--- src/rtl/core_issue_ctrl_pkg.sv ---
// Shared types and constants for the issue controller and its scoreboard.
package core_issue_ctrl_pkg;

   localparam int unsigned NUM_REGS = 32;
   localparam int unsigned REG_IDX_W = 5;
   localparam logic [NUM_REGS-1:0] ZERO_WORD = '0;

   typedef enum logic [0:0] {
      S_RUN     = 1'b0,
      S_BC_WAIT = 1'b1
   } state_e;

   function automatic logic [NUM_REGS-1:0] idx_onehot(input logic [REG_IDX_W-1:0] idx);
      logic [NUM_REGS-1:0] oh;
      oh = ZERO_WORD;
      oh[idx] = 1'b1;
      return oh;
   endfunction

endpackage

--- src/rtl/core_issue_scoreboard.sv ---
// Busy-register scoreboard: tracks pending writers and flags RAW/WAW hazards
// against the registered busy vector (no writeback bypass).
module core_issue_scoreboard
   import core_issue_ctrl_pkg::*;
(
   input  logic                 clk,
   input  logic                 rstn,
   input  logic                 set_en,
   input  logic [REG_IDX_W-1:0] set_idx,
   input  logic                 clr_en,
   input  logic [REG_IDX_W-1:0] clr_idx,
   input  logic [REG_IDX_W-1:0] rs1_idx,
   input  logic                 rs1_used,
   input  logic [REG_IDX_W-1:0] rs2_idx,
   input  logic                 rs2_used,
   input  logic [REG_IDX_W-1:0] rd_idx,
   input  logic                 rd_wen,
   output logic                 haz,
   output logic [NUM_REGS-1:0]  busy_vec
);

   logic [NUM_REGS-1:0] busy_d, busy_q;

   // Clear is applied after set so a coinciding clear wins; x0 is never busy.
   always_comb begin
      busy_d = busy_q;
      if (set_en) busy_d = busy_d | idx_onehot(set_idx);
      if (clr_en) busy_d = busy_d & ~idx_onehot(clr_idx);
      busy_d[0] = 1'b0;
   end

   always_ff @(posedge clk or negedge rstn) begin
      if (!rstn) begin
         busy_q <= ZERO_WORD;
      end else begin
         busy_q <= busy_d;
      end
   end

   always_comb begin
      haz = (rs1_used && busy_q[rs1_idx]) ||
            (rs2_used && busy_q[rs2_idx]) ||
            (rd_wen   && busy_q[rd_idx]);
   end

   assign busy_vec = busy_q;

   set_clr_collide_a: assert property (@(posedge clk) disable iff (!rstn)
      !(set_en && clr_en && (set_idx == clr_idx) && (set_idx != '0)));

endmodule

--- src/rtl/core_issue_ctrl.sv ---
// Issue controller: gates IDU->EXU issue on scoreboard hazards, serializes
// control-transfer instructions and pulses a flush on taken resolution.
module core_issue_ctrl
   import core_issue_ctrl_pkg::*;
#(
   parameter int unsigned STALL_CNT_W = 32
) (
   input  logic                   clk,
   input  logic                   rstn,
   input  logic                   idu_valid,
   output logic                   idu_ready,
   input  logic [4:0]             idu_rs1_idx,
   input  logic [4:0]             idu_rs2_idx,
   input  logic                   idu_rs1_used,
   input  logic                   idu_rs2_used,
   input  logic [4:0]             idu_rd_idx,
   input  logic                   idu_rd_wen,
   input  logic                   idu_is_bc,
   output logic                   exu_rx_valid,
   input  logic                   exu_rx_ready,
   input  logic                   exu_tx_valid,
   input  logic                   exu_tx_ready,
   input  logic                   exu_tx_bc_done,
   input  logic                   exu_tx_bc_en,
   input  logic                   wbu_wb_valid,
   input  logic [4:0]             wbu_wb_rd_idx,
   output logic                   ctrl_flush,
   output logic [31:0]            ctrl_busy_vec,
   output logic [STALL_CNT_W-1:0] ctrl_stall_cnt
);

   state_e                 state_d, state_q;
   logic                   flush_d, flush_q;
   logic [STALL_CNT_W-1:0] stall_cnt_d, stall_cnt_q;
   logic                   haz, go, issue, res;

   core_issue_scoreboard u_scoreboard (
      .clk      (clk),
      .rstn     (rstn),
      .set_en   (issue && idu_rd_wen),
      .set_idx  (idu_rd_idx),
      .clr_en   (wbu_wb_valid),
      .clr_idx  (wbu_wb_rd_idx),
      .rs1_idx  (idu_rs1_idx),
      .rs1_used (idu_rs1_used),
      .rs2_idx  (idu_rs2_idx),
      .rs2_used (idu_rs2_used),
      .rd_idx   (idu_rd_idx),
      .rd_wen   (idu_rd_wen),
      .haz      (haz),
      .busy_vec (ctrl_busy_vec)
   );

   always_comb begin
      go           = (state_q == S_RUN) && !haz && !flush_q;
      exu_rx_valid = idu_valid && go;
      idu_ready    = exu_rx_ready && go;
      issue        = idu_valid && idu_ready;
      res          = exu_tx_valid && exu_tx_ready && exu_tx_bc_done;
   end

   always_comb begin
      state_d = state_q;
      flush_d = 1'b0;
      unique case (state_q)
         S_RUN: begin
            if (issue && idu_is_bc) state_d = S_BC_WAIT;
         end
         S_BC_WAIT: begin
            if (res) begin
               flush_d = exu_tx_bc_en;
               state_d = S_RUN;
            end
         end
         default: state_d = S_RUN;
      endcase
   end

   always_comb begin
      stall_cnt_d = stall_cnt_q;
      if (idu_valid && !idu_ready && (stall_cnt_q != {STALL_CNT_W{1'b1}})) begin
         stall_cnt_d = stall_cnt_q + {{(STALL_CNT_W-1){1'b0}}, 1'b1};
      end
   end

   always_ff @(posedge clk or negedge rstn) begin
      if (!rstn) begin
         state_q     <= S_RUN;
         flush_q     <= 1'b0;
         stall_cnt_q <= '0;
      end else begin
         state_q     <= state_d;
         flush_q     <= flush_d;
         stall_cnt_q <= stall_cnt_d;
      end
   end

   assign ctrl_flush     = flush_q;
   assign ctrl_stall_cnt = stall_cnt_q;

endmodule
--- config.mk ---
export PLATFORM = sky130hd
export DESIGN_NAME = core_issue_ctrl
export DESIGN_NICKNAME = d
export VERILOG_FILES = /design/src/rtl/core_issue_ctrl_pkg.sv /design/src/rtl/core_issue_scoreboard.sv /design/src/rtl/core_issue_ctrl.sv
export SDC_FILE = /design/constraint.sdc
export NUM_CORES = 1
export LEC_CHECK = 0
export CORE_MARGIN = 2
export CORE_UTILIZATION = 54
export CTS_CLUSTER_SIZE = 20
export DETAILED_ROUTE_END_ITERATION = 16
export PLACE_DENSITY = 0.86
export SLEW_MARGIN = 20
export SYNTH_ARGS = -nofsm -noshare
export SYNTH_HDL_FRONTEND = slang
export SYNTH_SLANG_ARGS = --single-unit
--- constraint.sdc ---
create_clock -name clk -period 7.23 [get_ports clk]
set_input_delay 1.8075 -clock clk [delete_from_list [all_inputs] [get_ports clk]]
set_output_delay 1.8075 -clock clk [all_outputs]
set_load 0.03 [all_outputs]
# Yosys cells after proc, flatten, opt, wreduce, memory -nomap -nowiden
# Cells that the tools add are included.
totals:
  elab_cells: 54
  in_bits: 33
  out_inout_bits: 67
  register_bits: 65
classes:
  n_eq_ne: 1
  magnitude_cmp: 6
  n_mux: 17
  n_addsub: 1
  bitwise_logic: 4
  reduce_logical: 21
op_table:
  columns: ["cell", "count"]
  rows:
  - ["$mux 32", 2]
  - ["$add 32x1->32 const B", 1]
  - ["$and 32x32->32", 1]
  - ["$ne 32x32->1 const B", 1]
  - ["$not 32->32", 1]
  - ["$or 32x32->32", 1]
  - ["$lt 5x6->1 const B", 4]
  - ["$logic_and 1x1->1", 16]
  - ["$bmux 1 s5", 3]
  - ["$demux 1 s5", 2]
  - ["$ge 5x1->1 const B", 2]
  - ["$mux 1", 9]
  - ["$logic_not 1->1", 3]
  - ["$logic_or 1x1->1", 2]
  - ["$pmux 1 s2", 1]
  - ["$not 1->1", 1]

# Logic depth before layout (Yosys ltp)
# Gate-level depths: netlist of the first run.
depth:
  depth_word: 14
  ltp_mapped: 9
  ltp_nobuf: 8

# Hierarchy
# A second synthesis of the first run with hierarchy kept.
hier_totals:
  hier_cells: 388
  hier_area_um2: 3908.7
by_module_without_submodules:
  columns: ["mod", "area_each_um2", "seq_area_each_um2", "cells_each", "n_inst"]
  rows:
  - ["core_issue_scoreboard", 2203.4, 775.7, 229, 1]
  - ["core_issue_ctrl", 1705.4, 850.8, 159, 1]

# Worst setup path after synthesis of the first run
# No wires, ideal clock.
synth_path:
  path_kind: "input to output"
  from: "input idu_rs2_idx[0]"
  to: "output exu_rx_valid"
  t_arrival_ns: 3.696
  stages: 6
  path_slack_ns: 1.727
  n_path_buf: 2
  required_time_ns: 5.423
  path_cell_list: "buf_2 > mux4_2 > nor4b_1 > o41ai_2 > a2111oi_4 > buf_2"
synth_between:
  elab_chain_cells: 9
synth_lines:
  columns: ["element", "line", "text"]
  rows:
  - ["start: declaration", "core_issue_ctrl.sv:13", "input logic [4:0] idu_rs2_idx,"]
  - ["$bmux 1 s5", "core_issue_scoreboard.sv:42", "(rs2_used && busy_q[rs2_idx]) ||"]
  - ["$mux 1 (implied by the code)", "core_issue_scoreboard.sv:42", null]
  - ["$logic_and 1x1->1", "core_issue_scoreboard.sv:42", null]
  - ["$logic_or 1x1->1", "core_issue_scoreboard.sv:41", "haz = (rs1_used && busy_q[rs1_idx]) ||"]
  - ["$logic_or 1x1->1", "core_issue_scoreboard.sv:42", null]
  - ["$logic_not 1->1", "core_issue_ctrl.sv:55", "go = (state_q == S_RUN) && !haz && !flush_q;"]
  - ["$logic_and 1x1->1 (2 in a row)", "core_issue_ctrl.sv:55", null]
  - ["$logic_and 1x1->1", "core_issue_ctrl.sv:56", "exu_rx_valid = idu_valid && go;"]
  - ["end: declaration", "core_issue_ctrl.sv:19", "output logic exu_rx_valid,"]
# No other way between the ends. The select of a mux whose other input is x is not followed.

# Worst setup path in the final report of the first run
layout_path:
  from: "input idu_rs2_idx[1]"
  to: "output exu_rx_valid"
# Same word-level chain as after synthesis.

==> report_table.html, run 1 <==
<table>
<tr><th>Metric</th><th>Value</th></tr>
<tr><th colspan="2">Global routing</th></tr>
<tr><td>First-pass GRT wire length</td><td>20.1 mm</td></tr>
<tr><td>GRT Util Overall</td><td>approximately 31%</td></tr>
<tr><td>Vias in the first global route</td><td>around 3800</td></tr>
<tr><td>Antenna violations before repair</td><td>0</td></tr>
<tr><td>Maximum number of pins on one net before global-route repair</td><td>between 60 and 70</td></tr>
<tr><td>Total grt overflow</td><td>0</td></tr>
<tr><th colspan="2">Min path</th></tr>
<tr><td>Worst Hold Class</td><td>flop to flop</td></tr>
<tr><td>Source of the worst hold timing path</td><td>ctrl_stall_cnt[21]$_DFFE_PN0P_</td></tr>
<tr><td>Hold path cells</td><td>1</td></tr>
<tr><th colspan="2">Worst setup path</th></tr>
<tr><td>Worst Path Arrival</td><td>between 4 and 5 ns</td></tr>
<tr><td>Type of destination of the critical path</td><td>primary output</td></tr>
<tr><td>Worst reg2reg path depth</td><td>8</td></tr>
<tr><td>Data required time at the worst endpoint</td><td>about 5.4 ns</td></tr>
<tr><td>Series of cell instances along the critical path</td><td>clkdlybuf4s50_1 -&gt; mux4_2 -&gt; mux2i_1 -&gt; mux2_2 -&gt; nand3_1 -&gt; a2111oi_4 -&gt; clkdlybuf4s50_1</td></tr>
<tr><td>Delay of the slowest cell on the worst path</td><td>roughly 0.81 ns</td></tr>
<tr><td>Max FO, Critical Path</td><td>11</td></tr>
<tr><td>Startpoint of the most critical setup path</td><td>idu_rs2_idx[1]</td></tr>
<tr><td>Origin of the critical flop-to-flop path</td><td>u_scoreboard.busy_vec[12]$_DFF_PN0_</td></tr>
<tr><td>Library cell contributing the largest single delay on the critical path</td><td>sky130_fd_sc_hd__clkdlybuf4s50_1</td></tr>
<tr><td>Cell repeated most along the worst path</td><td>sky130_fd_sc_hd__clkdlybuf4s50_1</td></tr>
<tr><td>Category of the critical setup timing path</td><td>primary input to primary output</td></tr>
<tr><td>Nature of the critical path startpoint</td><td>primary input</td></tr>
<tr><th colspan="2">Yosys</th></tr>
<tr><td>Synthesized Nets</td><td>roughly 450</td></tr>
<tr><td>Most repeated cell in the gate-level netlist after synthesis</td><td>sky130_fd_sc_hd__dfrtp_1</td></tr>
<tr><td>Mean cell area of the mapped netlist</td><td>9.90 µm²</td></tr>
<tr><td>Simple-gate area share of the yosys netlist</td><td>21.3%</td></tr>
<tr><td>Number of enable-type register cells in the synthesized netlist</td><td>0</td></tr>
<tr><td>Arithmetic-cell share of the synthesized area counting full adders, half adders and majority gates</td><td>less than 1%</td></tr>
<tr><td>Xor and xnor fraction of the mapped netlist area</td><td>6.67%</td></tr>
<tr><td>Cell count after synthesis</td><td>roughly 410</td></tr>
<tr><td>Most frequently used flop master after synthesis</td><td>sky130_fd_sc_hd__dfrtp_1</td></tr>
<tr><td>Top post-synthesis cells by count</td><td>sky130_fd_sc_hd__dfrtp_1, sky130_fd_sc_hd__inv_1, sky130_fd_sc_hd__xor2_1</td></tr>
<tr><td>Yosys synthesis warning count</td><td>0</td></tr>
<tr><td>Dominant combinational cell family by area after synthesis</td><td>simple AND/OR/NAND/NOR gates</td></tr>
<tr><td>Number of distinct library cell variants in the gate-level netlist after synthesis</td><td>50</td></tr>
<tr><td>Cell types occupying the most area after synthesis</td><td>sky130_fd_sc_hd__dfrtp_1, sky130_fd_sc_hd__mux4_2, sky130_fd_sc_hd__xor2_1</td></tr>
<tr><td>Number of synthesized register bits</td><td>between 60 and 70</td></tr>
<tr><td>Mux cell area share after synthesis</td><td>13.1%</td></tr>
<tr><td>Async set-reset flop share out of synthesis</td><td>100%</td></tr>
<tr><td>Post-synthesis compound-gate area fraction</td><td>between 10% and 20%</td></tr>
<tr><td>Post-Synthesis Cell Area</td><td>roughly 0.0041 mm²</td></tr>
<tr><td>Cell accounting for the most synthesized area</td><td>sky130_fd_sc_hd__dfrtp_1</td></tr>
<tr><td>Sequential share of the synthesized area</td><td>40.0%</td></tr>
<tr><td>Top cell type's share of synthesized area</td><td>between 30% and 40%</td></tr>
<tr><th colspan="2">Layout</th></tr>
<tr><td>Number of fillers in the final layout</td><td>535</td></tr>
<tr><td>NumNets Final</td><td>~540</td></tr>
<tr><td>Ratio of cells with drive above 1 in the final layout</td><td>between 10% and 20%</td></tr>
<tr><td>Diode count</td><td>0</td></tr>
<tr><td>Area delta synth-&gt;final</td><td>30.9%</td></tr>
<tr><th colspan="2">Clock network</th></tr>
<tr><td>Count of buffers added by post-CTS timing repair for setup</td><td>0</td></tr>
<tr><td>Clock transition time at the flip-flop clock pins of the worst setup and hold paths</td><td>0.09 ns</td></tr>
<tr><td>CTS sink count</td><td>between 60 and 70</td></tr>
<tr><td>Maximum root-to-sink buffer count</td><td>2</td></tr>
<tr><td>Clock latency on the worst-skew pair</td><td>0.35 ns</td></tr>
<tr><td>CTS tree</td><td>yes</td></tr>
<tr><td>Cts bufs inserted</td><td>9</td></tr>
<tr><td>Hold bufs inserted after CTS</td><td>0</td></tr>
<tr><td>CTS H-Tree Depth</td><td>3</td></tr>
<tr><td>Number of gates resized after CTS</td><td>0</td></tr>
<tr><td>Library cell used as clock root buffer</td><td>sky130_fd_sc_hd__clkbuf_8</td></tr>
<tr><th colspan="2">Route</th></tr>
<tr><td>Count of TritonRoute iterations in the first routing pass</td><td>5</td></tr>
<tr><td>Detail-routed via count per cell</td><td>roughly 6.4</td></tr>
<tr><td>Post-route DRC violation count</td><td>0</td></tr>
<tr><td>Top routing layer in use</td><td>met4</td></tr>
<tr><td>Wl on met1</td><td>around 4.8 mm</td></tr>
<tr><td>Routed WL per cell</td><td>just over 20 µm</td></tr>
<tr><td>Via count</td><td>3915</td></tr>
<tr><td>Initial DRC count</td><td>around 540</td></tr>
<tr><td>Length of routed met2 wiring</td><td>roughly 5.7 mm</td></tr>
<tr><td>Total routed wirelength</td><td>around 13 mm</td></tr>
<tr><td>Post-DRT Antenna Nets</td><td>0</td></tr>
<tr><td>Sum of met3 wire segment lengths after detailed routing</td><td>about 1.7 mm</td></tr>
<tr><th colspan="2">Floorplan</th></tr>
<tr><td>Vert. Die Dim</td><td>roughly 91 µm</td></tr>
<tr><td>Chip width</td><td>90.8 µm</td></tr>
<tr><td>DIE AREA</td><td>~0.0082 mm²</td></tr>
<tr><td>Standard cell core area</td><td>0.00729 mm²</td></tr>
<tr><td># IOs</td><td>100</td></tr>
<tr><td>Std cell rows</td><td>31</td></tr>
<tr><td>Starting Density</td><td>between 50% and 60%</td></tr>
<tr><th colspan="2">Pwr</th></tr>
<tr><td>Pwr Density</td><td>approximately 190 mW/mm²</td></tr>
<tr><td>Internal power contribution</td><td>675 µW</td></tr>
<tr><td>Switching Share</td><td>about 32%</td></tr>
<tr><td>Share of total power in the clock network</td><td>roughly 36%</td></tr>
<tr><td>Worst voltage drop across the vdd grid</td><td>~0.21 mV</td></tr>
<tr><td>Sequential share of power</td><td>41.4%</td></tr>
<tr><td>NetSw</td><td>319 µW</td></tr>
<tr><td>Leak pwr</td><td>~2.2 nW</td></tr>
<tr><td>Combinational Power Share</td><td>between 20% and 30%</td></tr>
<tr><th colspan="2">Placement</th></tr>
<tr><td>Input/output buffers</td><td>98</td></tr>
<tr><td>DP HPWL</td><td>approximately 9.0 mm</td></tr>
<tr><td>DP Worst Slack</td><td>about 0.6 ns</td></tr>
<tr><td>RD Place Congestion</td><td>around 0.98</td></tr>
<tr><th colspan="2">Timing</th></tr>
<tr><td>Setup-failing EPs final</td><td>0</td></tr>
<tr><td>Maximum achievable frequency</td><td>149 MHz</td></tr>
<tr><td>Final worst path period share</td><td>slightly above 90%</td></tr>
<tr><td>Relative slew margins</td><td>a little over a third</td></tr>
<tr><td>Final min period</td><td>6.69 ns</td></tr>
<tr><td>Actual slew at the worst max-slew pin</td><td>approximately 0.95 ns</td></tr>
<tr><td>Post-route setup TNS</td><td>0 ns</td></tr>
<tr><td>Worst-case clock skew</td><td>0.0181 ns</td></tr>
<tr><td>Count of final max-slew check failures</td><td>0</td></tr>
<tr><td>Least setup slack across all paths after layout</td><td>between 0.5 and 0.6 ns</td></tr>
<tr><td>Setup repair after global routing missed its margin</td><td>no</td></tr>
<tr><td>Final Hold Vio Count</td><td>0</td></tr>
<tr><th colspan="2">Run</th></tr>
<tr><td>Number of violations of the max-capacitance limit</td><td>0</td></tr>
<tr><th colspan="2">Outcome</th></tr>
<tr><td>Status</td><td>finished, final reports clean</td></tr>
</table>
-- per-stage QoR --
step	cells	hold slack [ns]	area, µm²	power, mW	utilization, %
global placement	593	0.470	5100	0.635	70.0
global route	609	0.521	5330	1.04	73.0
detailed placement	593	0.485	5100	0.640	70.0
floorplan	411	0.488	4070	0.544	-
CTS	609	0.498	5330	0.997	73.0
finish	609	0.495	5330	0.994	73.0
-- power by group through the flow --
stage | logic (mW) | registers [mW] | clock network (mW)
after floorplan | 0.0923 | 0.452 | 0
after global placement | 0.218 | 0.417 | 0
after detailed placement | 0.222 | 0.418 | 0
after CTS | 0.223 | 0.411 | 0.362
after global routing | 0.239 | 0.415 | 0.382
final | 0.224 | 0.412 | 0.359
-- final timing paths --
check                                                       to  slack (ns)
max                                               exu_rx_valid        0.54
min                             ctrl_stall_cnt[21]$_DFFE_PN0P_        0.49
max reg2reg                 u_scoreboard.busy_vec[5]$_DFF_PN0_        3.98
min reg2reg                     ctrl_stall_cnt[21]$_DFFE_PN0P_        0.49
max in group asynchronous  u_scoreboard.busy_vec[20]$_DFF_PN0_        5.06
min in group asynchronous  u_scoreboard.busy_vec[29]$_DFF_PN0_        1.63
-- layout make-up --
type / count / area [µm²] / share of cell area, %
multi-input combinational: 294 / 2220 / 41.7
clock buffer: 9 / 124 / 2.33
clock inverter: 7 / 100 / 1.88
inverter: 32 / 120 / 2.26
tap: 99 / 124 / 2.33
sequential: 65 / 1630 / 30.5
timing repair buffer: 103 / 1010 / 19.0
-- registers in the layout, summed over array words and instances (netlist names) --
signal / count
u_scoreboard.busy_vec: 31
state_q: 1
ctrl_flush: 1
ctrl_stall_cnt: 32
-- metal layers --
metal / GRT usage [%] / vias to the layer above
met5: 0 / -
met4: 10.6 / 0
met3: 8.51 / 52
met2: 47.7 / 271
met1: 43.4 / 1871
li1: - / 1721
-- logic make-up (layout without fill, tap and decap cells) --
logic type,Yosys count,after routing
other cells,1,1
fa+ha+maj,1,1
xor+xnor,31,31
buf+inv,52,151
mux,29,29
compound gates,77,77
simple gates,155,155
flops,65,65
-- cell usage in the layout, fill, tap and decap left out, types with 10 or more instances in the layout --
| master | netlist | final |
|---|---|---|
| sky130_fd_sc_hd__a21oi_1 | 28 | 28 |
| sky130_fd_sc_hd__clkdlybuf4s50_1 | 0 | 96 |
| sky130_fd_sc_hd__dfrtp_1 | 65 | 65 |
| sky130_fd_sc_hd__inv_1 | 32 | 32 |
| sky130_fd_sc_hd__mux4_2 | 19 | 19 |
| sky130_fd_sc_hd__nand2_1 | 28 | 28 |
| sky130_fd_sc_hd__nand3_1 | 18 | 18 |
| sky130_fd_sc_hd__nand4_1 | 11 | 11 |
| sky130_fd_sc_hd__nor2_1 | 21 | 21 |
| sky130_fd_sc_hd__nor3_1 | 18 | 18 |
| sky130_fd_sc_hd__nor3b_1 | 10 | 10 |
| sky130_fd_sc_hd__nor4_1 | 10 | 10 |
| sky130_fd_sc_hd__o21ai_0 | 10 | 10 |
| sky130_fd_sc_hd__o22ai_1 | 16 | 16 |
| sky130_fd_sc_hd__xor2_1 | 30 | 30 |
-- worst max-delay path, delay by kind of cell --
family	cells	cell delay [ns]
AO/OA/AOI/OAI	1	0.43
buffers and inverters	2	1.56
multiplexers	3	0.92
AND/OR/NAND/NOR	1	0.18
(Power assumes the default switching activity.)
==> inputs of run 2 (changes only) <==
--- a/config.mk
+++ b/config.mk
@@ -5,11 +5,14 @@
 export SDC_FILE = /design/constraint.sdc
 export NUM_CORES = 1
 export LEC_CHECK = 0
+export CELL_PAD_IN_SITES_DETAIL_PLACEMENT = 1
+export CELL_PAD_IN_SITES_GLOBAL_PLACEMENT = 1
 export CORE_MARGIN = 2
-export CORE_UTILIZATION = 54
+export CORE_UTILIZATION = 41
+export CTS_CLUSTER_DIAMETER = 50
 export CTS_CLUSTER_SIZE = 20
 export DETAILED_ROUTE_END_ITERATION = 16
-export PLACE_DENSITY = 0.86
+export PLACE_DENSITY_LB_ADDON = 0.1
 export SLEW_MARGIN = 20
 export SYNTH_ARGS = -nofsm -noshare
 export SYNTH_HDL_FRONTEND = slang
==> run 2 against run 1 <==
  * Clock power decreased by 10%
  * Sequential power is essentially flat
  * Non-clock buffer count is 1 lower
  * Critical path depth unchanged
  * Clock-buffer cell count unchanged
  * Highest routed layer unchanged
  * Global-route usage is 5.5 points lower
  * Sequential share of layout area fell by 0.072 points
  * Total power decreased by 3.3%
  * Via count decreased by 2.8%
  * Core utilization is 18 points lower
  * Clock skew fell by 0.0011 ns
==> report_table.html, run 2 (synthesized netlist as in run 1, its figures left out) <==
<table>
<tr><th>Metric</th><th>Value</th></tr>
<tr><th colspan="2">Timing</th></tr>
<tr><td>Setup-failing EPs final</td><td>0 (unchanged)</td></tr>
<tr><td>Final min period</td><td>6.42 ns (was 6.69 ns)</td></tr>
<tr><td>Final worst path period share</td><td>88.8% (was 92.6%)</td></tr>
<tr><td>Setup repair after global routing missed its margin</td><td>no (unchanged)</td></tr>
<tr><td>Hold Worst Slack</td><td>0.490 ns (was 0.495 ns)</td></tr>
<tr><td>Least setup slack across all paths after layout</td><td>0.808 ns (was 0.536 ns)</td></tr>
<tr><td>Worst-case clock skew</td><td>0.0170 ns (was 0.0181 ns)</td></tr>
<tr><td>Relative slew margins</td><td>43.8% (was 36.4%)</td></tr>
<tr><td>Final Hold Vio Count</td><td>0 (unchanged)</td></tr>
<tr><td>Count of final max-slew check failures</td><td>0 (unchanged)</td></tr>
<tr><td>Post-route setup TNS</td><td>0 ns (unchanged)</td></tr>
<tr><td>Actual slew at the worst max-slew pin</td><td>0.843 ns (was 0.951 ns)</td></tr>
<tr><td>Maximum achievable frequency</td><td>156 MHz (was 149 MHz)</td></tr>
<tr><th colspan="2">Route</th></tr>
<tr><td>Post-route DRC violation count</td><td>0 (unchanged)</td></tr>
<tr><td>Count of TritonRoute iterations in the first routing pass</td><td>5 (unchanged)</td></tr>
<tr><td>Initial DRC count</td><td>323 (was 538)</td></tr>
<tr><td>Post-DRT Antenna Nets</td><td>0 (unchanged)</td></tr>
<tr><td>Total routed wirelength</td><td>13.6 mm (was 12.5 mm)</td></tr>
<tr><td>Via count</td><td>3805 (was 3915)</td></tr>
<tr><td>Routed WL per cell</td><td>21.2 µm (was 20.6 µm)</td></tr>
<tr><td>Detail-routed via count per cell</td><td>5.93 (was 6.43)</td></tr>
<tr><th colspan="2">Worst setup path</th></tr>
<tr><td>Nature of the critical path startpoint</td><td>primary input (unchanged)</td></tr>
<tr><td>Category of the critical setup timing path</td><td>primary input to primary output (unchanged)</td></tr>
<tr><td>Origin of the critical flop-to-flop path</td><td>u_scoreboard.busy_vec[15]$_DFF_PN0_ (was u_scoreboard.busy_vec[12]$_DFF_PN0_)</td></tr>
<tr><td>Worst reg2reg path depth</td><td>8 (unchanged)</td></tr>
<tr><td>Data required time at the worst endpoint</td><td>5.42 ns (about the same)</td></tr>
<tr><td>End point of the critical path</td><td>idu_ready (was exu_rx_valid)</td></tr>
<tr><td>Type of destination of the critical path</td><td>primary output (unchanged)</td></tr>
<tr><td>Startpoint of the most critical setup path</td><td>idu_rd_idx[0] (was idu_rs2_idx[1])</td></tr>
<tr><td>Worst Path Arrival</td><td>4.61 ns (was 4.89 ns)</td></tr>
<tr><td>Endpoint of the most critical register-to-register path</td><td>u_scoreboard.busy_vec[24]$_DFF_PN0_ (was u_scoreboard.busy_vec[5]$_DFF_PN0_)</td></tr>
<tr><td>Setup slack of the most critical reg-to-reg path</td><td>3.96 ns (was 3.98 ns)</td></tr>
<tr><td>Max FO, Critical Path</td><td>12 (was 11)</td></tr>
<tr><th colspan="2">Global routing</th></tr>
<tr><td>Total grt overflow</td><td>0 (unchanged)</td></tr>
<tr><td>Maximum number of pins on one net before global-route repair</td><td>66 (unchanged)</td></tr>
<tr><td>GRT Util Overall</td><td>25.8% (was 31.2%)</td></tr>
<tr><td>First-pass GRT wire length</td><td>22.1 mm (was 20.1 mm)</td></tr>
<tr><td>Vias in the first global route</td><td>4045 (was 3808)</td></tr>
<tr><td>Antenna violations before repair</td><td>0 (unchanged)</td></tr>
<tr><th colspan="2">Clock network</th></tr>
<tr><td>Number of gates resized after CTS</td><td>0 (unchanged)</td></tr>
<tr><td>Library cell used as clock root buffer</td><td>sky130_fd_sc_hd__clkbuf_8 (unchanged)</td></tr>
<tr><td>CTS sink count</td><td>65 (unchanged)</td></tr>
<tr><td>Hold bufs inserted after CTS</td><td>0 (unchanged)</td></tr>
<tr><td>CTS H-Tree Depth</td><td>3 (unchanged)</td></tr>
<tr><td>Cts bufs inserted</td><td>9 (unchanged)</td></tr>
<tr><td>Count of buffers added by post-CTS timing repair for setup</td><td>0 (unchanged)</td></tr>
<tr><td>CTS tree</td><td>yes (unchanged)</td></tr>
<tr><td>Maximum root-to-sink buffer count</td><td>2 (unchanged)</td></tr>
<tr><td>Clock latency on the worst-skew pair</td><td>0.36 ns (was 0.35 ns)</td></tr>
<tr><td>Clock transition time at the flip-flop clock pins of the worst setup and hold paths</td><td>0.07 ns (was 0.09 ns)</td></tr>
<tr><th colspan="2">Layout</th></tr>
<tr><td>Ratio of cells with drive above 1 in the final layout</td><td>11.0% (was 10.8%)</td></tr>
<tr><td>Final standard cell area without fillers</td><td>0.00534 mm² (was 0.00533 mm²)</td></tr>
<tr><td>Number of flip-flops under the largest register name</td><td>32 (unchanged)</td></tr>
<tr><td>NumNets Final</td><td>538 (was 539)</td></tr>
<tr><td>Most frequent cells in the layout</td><td>sky130_fd_sc_hd__clkdlybuf4s50_1, sky130_fd_sc_hd__dfrtp_1, sky130_fd_sc_hd__inv_1 (unchanged)</td></tr>
<tr><td>Most frequent standard cell in the layout excluding fill and tap cells</td><td>sky130_fd_sc_hd__clkdlybuf4s50_1 (unchanged)</td></tr>
<tr><td>Layout Utilization</td><td>55.1% (was 73.0%)</td></tr>
<tr><td>Area delta synth-&gt;final</td><td>31.2% (was 30.9%)</td></tr>
<tr><td>Number of fillers in the final layout</td><td>1082 (was 535)</td></tr>
<tr><td>Final Instance Count excl. Fillers</td><td>642 (was 609)</td></tr>
<tr><td>Diode count</td><td>0 (unchanged)</td></tr>
<tr><th colspan="2">Min path</th></tr>
<tr><td>Worst Hold Class</td><td>flop to flop (unchanged)</td></tr>
<tr><td>Source of the worst hold timing path</td><td>ctrl_stall_cnt[19]$_DFFE_PN0P_ (was ctrl_stall_cnt[21]$_DFFE_PN0P_)</td></tr>
<tr><td>Hold path cells</td><td>1 (unchanged)</td></tr>
<tr><th colspan="2">Floorplan</th></tr>
<tr><td>Chip width</td><td>104 µm (was 90.8 µm)</td></tr>
<tr><td># IOs</td><td>100 (unchanged)</td></tr>
<tr><td>Standard cell core area</td><td>0.00968 mm² (was 0.00729 mm²)</td></tr>
<tr><td>Std cell rows</td><td>36 (was 31)</td></tr>
<tr><td>DIE AREA</td><td>0.0107 mm² (was 0.00825 mm²)</td></tr>
<tr><td>Starting Density</td><td>42.0% (was 55.8%)</td></tr>
<tr><td>Vert. Die Dim</td><td>104 µm (was 90.8 µm)</td></tr>
<tr><th colspan="2">Placement</th></tr>
<tr><td>Input/output buffers</td><td>98 (unchanged)</td></tr>
<tr><td>RD Place Congestion</td><td>0.926 (was 0.978)</td></tr>
<tr><td>Cell Area, Placed</td><td>0.00514 mm² (was 0.00510 mm²)</td></tr>
<tr><td>Placed Cells incl. Taps</td><td>626 (was 593)</td></tr>
<tr><td>DP Worst Slack</td><td>0.780 ns (was 0.585 ns)</td></tr>
<tr><td>DP HPWL</td><td>9.81 mm (was 9.00 mm)</td></tr>
<tr><th colspan="2">Pwr</th></tr>
<tr><td>Overall Power</td><td>961 µW (was 994 µW)</td></tr>
<tr><td>Worst voltage drop across the vdd grid</td><td>0.177 mV (was 0.208 mV)</td></tr>
<tr><td>Leak pwr</td><td>2.17 nW (was 2.19 nW)</td></tr>
<tr><td>Pwr Density</td><td>180 mW/mm² (was 187 mW/mm²)</td></tr>
<tr><th colspan="2">Outcome</th></tr>
<tr><td>Status</td><td>finished, final reports clean (unchanged)</td></tr>
<tr><th colspan="2">Run</th></tr>
<tr><td>Number of violations of the max-capacitance limit</td><td>0 (unchanged)</td></tr>
</table>
==> run 2: cell count changes in the layout (fill, tap and decap cells not counted) <==
cell                              previous run  this run
sky130_fd_sc_hd__clkinv_2                    1         2
sky130_fd_sc_hd__nor3b_1                    10         9
sky130_fd_sc_hd__nor3b_2                     0         1
sky130_fd_sc_hd__bufinv_16                   2         1
sky130_fd_sc_hd__clkdlybuf4s50_1            96        95
==> run 2: worst max-delay path, stage by stage <==
cell and delay [ns]:
sky130_fd_sc_hd__clkdlybuf4s50_1 0.86, sky130_fd_sc_hd__mux4_2 0.58, sky130_fd_sc_hd__a22o_1 0.24, sky130_fd_sc_hd__a221oi_1 0.22, sky130_fd_sc_hd__a31oi_1 0.24, sky130_fd_sc_hd__a2111oi_4 0.43
sky130_fd_sc_hd__buf_4 0.24
==> run 2: worst min-delay path by stage <==
| stage | to | slack (ns) |
|---|---|---|
| final | ctrl_stall_cnt[19]$_DFFE_PN0P_ | 0.49 |
| after global routing | ctrl_stall_cnt[29]$_DFFE_PN0P_ | 0.53 |
| after CTS | ctrl_stall_cnt[19]$_DFFE_PN0P_ | 0.49 |
| after detailed placement | ctrl_stall_cnt[19]$_DFFE_PN0P_ | 0.48 |
| after global placement | ctrl_stall_cnt[21]$_DFFE_PN0P_ | 0.47 |
| after floorplan | state_q$_DFF_PN0_ | 0.49 |
==> run 2: report_power, final <==
group          total (mW)  internal (mW)  switching (mW)
registers           0.411          0.385          0.0267
clock network       0.323          0.162           0.160
logic               0.227         0.0924           0.135
==> run 2: final cells by class <==
class	instances	area [µm²]	area share (%)
clock inverters	7	75.1	1.41
well taps	133	166	3.12
multi-input cells	294	2230	41.7
repair buffers	102	1000	18.7
inverters	32	120	2.25
flip-flops and latches	65	1630	30.5
clock buffers	9	124	2.32
==> run 2: per-layer routing <==
| metal | vias to the layer above | global-route usage [%] | routed length, µm |
|---|---|---|---|
| met1 | 1909 | 35.9 | 6110 |
| met4 | 0 | 6.76 | 125 |
| met2 | 164 | 40.3 | 6410 |
| met3 | 15 | 6.54 | 969 |
| li1 | 1717 | - | - |
| met5 | - | 0 | 0 |
==> inputs of run 3 (changes only) <==
--- a/config.mk
+++ b/config.mk
@@ -8,10 +8,11 @@
 export CELL_PAD_IN_SITES_DETAIL_PLACEMENT = 1
 export CELL_PAD_IN_SITES_GLOBAL_PLACEMENT = 1
 export CORE_MARGIN = 2
-export CORE_UTILIZATION = 41
+export CORE_UTILIZATION = 52
 export CTS_CLUSTER_DIAMETER = 50
 export CTS_CLUSTER_SIZE = 20
 export DETAILED_ROUTE_END_ITERATION = 16
+export DONT_BUFFER_PORTS = 1
 export PLACE_DENSITY_LB_ADDON = 0.1
 export SLEW_MARGIN = 20
 export SYNTH_ARGS = -nofsm -noshare
==> constraint.sdc (replaced) <==
create_clock -name clk -period 8.3 [get_ports clk]
set_input_delay 2.075 -clock clk [delete_from_list [all_inputs] [get_ports clk]]
set_output_delay 2.075 -clock clk [all_outputs]
set_load 0.03 [all_outputs]
==> run 3 against run 2 <==
  * Clock-buffer cell count increased by 1
  * Cell area shrank 18%
  * Combinational power down 59%
  * Global-route usage up 6.1 points
  * Core utilization grew 2.1 points
  * Total power down 14%
  * Clock power rose by 6.5%
  * Sequential share of layout area is 6.7 points higher
  * Sequential power fell by 4%
==> report_table.html, run 3 (synthesized netlist as in run 1, its figures left out) <==
<table>
<tr><th>Metric</th><th>Value</th></tr>
<tr><th colspan="2">Worst setup path</th></tr>
<tr><td>Nature of the critical path startpoint</td><td>primary input (unchanged)</td></tr>
<tr><td>Type of destination of the critical path</td><td>primary output (unchanged)</td></tr>
<tr><td>Delay of the slowest cell on the worst path</td><td>0.72 ns (was 0.86 ns)</td></tr>
<tr><td>Origin of the critical flop-to-flop path</td><td>u_scoreboard.busy_vec[29]$_DFF_PN0_ (was u_scoreboard.busy_vec[15]$_DFF_PN0_)</td></tr>
<tr><td>Endpoint of the most critical register-to-register path</td><td>ctrl_stall_cnt[1]$_DFFE_PN0P_ (was u_scoreboard.busy_vec[24]$_DFF_PN0_)</td></tr>
<tr><td>Category of the critical setup timing path</td><td>primary input to primary output (unchanged)</td></tr>
<tr><td>Setup slack of the most critical reg-to-reg path</td><td>4.82 ns (was 3.96 ns)</td></tr>
<tr><td>Critical path buffer and inverter count</td><td>0 (was 2)</td></tr>
<tr><td>Worst Path Arrival</td><td>3.97 ns (was 4.61 ns)</td></tr>
<tr><td>Crit-path leading delay family</td><td>compound AO/OA/AOI/OAI gates (unchanged)</td></tr>
<tr><td>Max FO, Critical Path</td><td>12 (unchanged)</td></tr>
<tr><td>Data required time at the worst endpoint</td><td>6.23 ns (was 5.42 ns)</td></tr>
<tr><td>Worst reg2reg path depth</td><td>8 (unchanged)</td></tr>
<tr><td>Library cell contributing the largest single delay on the critical path</td><td>sky130_fd_sc_hd__a2111oi_4 (was sky130_fd_sc_hd__clkdlybuf4s50_1)</td></tr>
<tr><td>Series of cell instances along the critical path</td><td>mux4_2 -&gt; a22o_1 -&gt; a221oi_1 -&gt; a31oi_1 -&gt; a2111oi_4 (was clkdlybuf4s50_1 -&gt; mux4_2 -&gt; a22o_1 -&gt; a221oi_1 -&gt; a31oi_1 -&gt; a2111oi_4 -&gt; buf_4)</td></tr>
<tr><th colspan="2">Floorplan</th></tr>
<tr><td>Chip width</td><td>92.5 µm (was 104 µm)</td></tr>
<tr><td># IOs</td><td>100 (unchanged)</td></tr>
<tr><td>Standard cell core area</td><td>0.00765 mm² (was 0.00968 mm²)</td></tr>
<tr><td>Std cell rows</td><td>32 (was 36)</td></tr>
<tr><td>Starting Density</td><td>53.2% (was 42.0%)</td></tr>
<tr><td>Vert. Die Dim</td><td>92.5 µm (was 104 µm)</td></tr>
<tr><td>DIE AREA</td><td>0.00855 mm² (was 0.0107 mm²)</td></tr>
<tr><th colspan="2">Clock network</th></tr>
<tr><td>CTS sink count</td><td>65 (unchanged)</td></tr>
<tr><td>Hold bufs inserted after CTS</td><td>0 (unchanged)</td></tr>
<tr><td>Number of gates resized after CTS</td><td>0 (unchanged)</td></tr>
<tr><td>Library cell used as clock root buffer</td><td>sky130_fd_sc_hd__clkbuf_8 (unchanged)</td></tr>
<tr><td>Maximum root-to-sink buffer count</td><td>2 (unchanged)</td></tr>
<tr><td>Clock latency on the worst-skew pair</td><td>0.35 ns (was 0.36 ns)</td></tr>
<tr><td>Count of buffers added by post-CTS timing repair for setup</td><td>0 (unchanged)</td></tr>
<tr><td>CTS tree</td><td>yes (unchanged)</td></tr>
<tr><td>CTS H-Tree Depth</td><td>3 (unchanged)</td></tr>
<tr><td>Cts bufs inserted</td><td>9 (unchanged)</td></tr>
<tr><td>Clock transition time at the flip-flop clock pins of the worst setup and hold paths</td><td>0.07 ns (about the same)</td></tr>
<tr><th colspan="2">Route</th></tr>
<tr><td>Via count</td><td>3560 (was 3805)</td></tr>
<tr><td>Post-DRT Antenna Nets</td><td>0 (unchanged)</td></tr>
<tr><td>Count of TritonRoute iterations in the first routing pass</td><td>5 (unchanged)</td></tr>
<tr><td>Initial DRC count</td><td>259 (was 323)</td></tr>
<tr><td>Post-route DRC violation count</td><td>0 (unchanged)</td></tr>
<tr><td>Routed WL per cell</td><td>25.8 µm (was 21.2 µm)</td></tr>
<tr><td>Total routed wirelength</td><td>13.2 mm (was 13.6 mm)</td></tr>
<tr><td>Detail-routed via count per cell</td><td>6.94 (was 5.93)</td></tr>
<tr><th colspan="2">Layout</th></tr>
<tr><td>Number of fillers in the final layout</td><td>845 (was 1082)</td></tr>
<tr><td>NumNets Final</td><td>440 (was 538)</td></tr>
<tr><td>Area delta synth-&gt;final</td><td>7.56% (was 31.2%)</td></tr>
<tr><td>Most frequent cells in the layout</td><td>sky130_fd_sc_hd__dfrtp_1, sky130_fd_sc_hd__inv_1, sky130_fd_sc_hd__xor2_1 (was sky130_fd_sc_hd__clkdlybuf4s50_1, sky130_fd_sc_hd__dfrtp_1, sky130_fd_sc_hd__inv_1)</td></tr>
<tr><td>Diode count</td><td>0 (unchanged)</td></tr>
<tr><td>Layout Utilization</td><td>57.2% (was 55.1%)</td></tr>
<tr><td>Final Instance Count excl. Fillers</td><td>513 (was 642)</td></tr>
<tr><td>Multi-input combinational cell area</td><td>0.00222 mm² (was 0.00223 mm²)</td></tr>
<tr><td>Ratio of cells with drive above 1 in the final layout</td><td>12.7% (was 11.0%)</td></tr>
<tr><td>Most frequent standard cell in the layout excluding fill and tap cells</td><td>sky130_fd_sc_hd__dfrtp_1 (was sky130_fd_sc_hd__clkdlybuf4s50_1)</td></tr>
<tr><td>Number of flip-flops under the largest register name</td><td>32 (unchanged)</td></tr>
<tr><td>Register area</td><td>0.00163 mm² (unchanged)</td></tr>
<tr><th colspan="2">Min path</th></tr>
<tr><td>Source of the worst hold timing path</td><td>state_q$_DFF_PN0_ (was ctrl_stall_cnt[19]$_DFFE_PN0P_)</td></tr>
<tr><td>Hold path cells</td><td>2 (was 1)</td></tr>
<tr><td>Hold-critical path endpoint</td><td>ctrl_flush$_DFF_PN0_ (was ctrl_stall_cnt[19]$_DFFE_PN0P_)</td></tr>
<tr><td>Worst Hold Class</td><td>flop to flop (unchanged)</td></tr>
<tr><th colspan="2">Timing</th></tr>
<tr><td>Setup-failing EPs final</td><td>0 (unchanged)</td></tr>
<tr><td>Actual slew at the worst max-slew pin</td><td>0.804 ns (was 0.843 ns)</td></tr>
<tr><td>Setup repair after global routing missed its margin</td><td>no (unchanged)</td></tr>
<tr><td>Post-route setup TNS</td><td>0 ns (unchanged)</td></tr>
<tr><td>Final min period</td><td>roughly 6.0 ns</td></tr>
<tr><td>Final worst path period share</td><td>72.8%</td></tr>
<tr><td>Worst-case clock skew</td><td>0.00968 ns (was 0.0170 ns)</td></tr>
<tr><td>Maximum achievable frequency</td><td>about 170 MHz</td></tr>
<tr><td>Final Hold Vio Count</td><td>0 (unchanged)</td></tr>
<tr><td>Count of final max-slew check failures</td><td>0 (unchanged)</td></tr>
<tr><td>Least setup slack across all paths after layout</td><td>2.26 ns (was 0.808 ns)</td></tr>
<tr><td>Relative slew margins</td><td>46.2% (was 43.8%)</td></tr>
<tr><th colspan="2">Placement</th></tr>
<tr><td>Placed Cells incl. Taps</td><td>497 (was 626)</td></tr>
<tr><td>Input/output buffers</td><td>0 (was 98)</td></tr>
<tr><td>RD Place Congestion</td><td>0.905 (was 0.926)</td></tr>
<tr><td>DP Worst Slack</td><td>2.26 ns (was 0.780 ns)</td></tr>
<tr><td>DP HPWL</td><td>9.27 mm (was 9.81 mm)</td></tr>
<tr><th colspan="2">Global routing</th></tr>
<tr><td>Antenna violations before repair</td><td>0 (unchanged)</td></tr>
<tr><td>Maximum number of pins on one net before global-route repair</td><td>66 (unchanged)</td></tr>
<tr><td>Total grt overflow</td><td>0 (unchanged)</td></tr>
<tr><td>GRT Util Overall</td><td>31.8% (was 25.8%)</td></tr>
<tr><td>Vias in the first global route</td><td>3665 (was 4045)</td></tr>
<tr><td>First-pass GRT wire length</td><td>20.5 mm (was 22.1 mm)</td></tr>
<tr><th colspan="2">Pwr</th></tr>
<tr><td>Pwr Density</td><td>190 mW/mm² (was 180 mW/mm²)</td></tr>
<tr><td>Worst voltage drop across the vdd grid</td><td>0.133 mV (was 0.177 mV)</td></tr>
<tr><td>Leak pwr</td><td>1.83 nW (was 2.17 nW)</td></tr>
<tr><th colspan="2">Outcome</th></tr>
<tr><td>Status</td><td>finished, final reports clean (unchanged)</td></tr>
<tr><th colspan="2">Run</th></tr>
<tr><td>Number of violations of the max-capacitance limit</td><td>0 (unchanged)</td></tr>
</table>
-- run 3: worst max-delay path by stage --
stage | from | end | slack (ns) | cells past startpoint
CTS | idu_rd_idx[0] | idu_ready | 2.26 | 5
global route | idu_rd_idx[0] | idu_ready | 2.18 | 5
detailed placement | idu_rd_idx[0] | idu_ready | 2.26 | 5
floorplan | idu_rs2_idx[0] | exu_rx_valid | 2.26 | 6
finish | idu_rd_idx[0] | idu_ready | 2.26 | 5
global placement | idu_rd_idx[0] | idu_ready | 2.26 | 5
-- run 3: layer usage --
metal | vias up | part of all wire [%] | track usage (%)
met5 | - | 0 | 0
met4 | 0 | 1.9 | 10.3
met3 | 23 | 10 | 8.87
met2 | 192 | 47 | 48.9
met1 | 1815 | 41 | 43.8
li1 | 1530 | - | -
-- run 3: report_power, final --
group	internal [mW]	total, mW	switching [mW]
clock	0.209	0.344	0.136
sequential	0.334	0.395	0.0606
combinational	0.0390	0.0923	0.0533
total	0.582	0.831	0.249
-- run 3: layout make-up --
type | instances | share of cell area, %
inverter | 32 | 2.74
tap | 102 | 2.92
sequential | 65 | 37.2
multi-input combinational | 294 | 50.7
clock buffer | 10 | 3.14
timing repair buffer | 4 | 0.686
clock inverter | 6 | 2.60
-- run 3: through the flow --
step | total power, mW | cell area (µm²) | hold slack, ns
after detailed placement | 0.492 | 4130 | 0.525
after global routing | 0.861 | 4380 | 0.568
final | 0.831 | 4380 | 0.539
after CTS | 0.836 | 4380 | 0.536
after global placement | 0.486 | 4130 | 0.499
after floorplan | 0.474 | 4070 | 0.488
-- run 3: worst reg2reg max path, cell delays in order (launching register included) --
cell	delay [ns]
sky130_fd_sc_hd__dfrtp_1	0.57
sky130_fd_sc_hd__mux4_2	0.57
sky130_fd_sc_hd__mux2i_1	0.21
sky130_fd_sc_hd__mux2_2	0.20
sky130_fd_sc_hd__nand3_1	0.20
sky130_fd_sc_hd__a2111oi_4	0.75
sky130_fd_sc_hd__buf_4	0.43
sky130_fd_sc_hd__nor2_1	0.14
sky130_fd_sc_hd__mux2_2	0.30
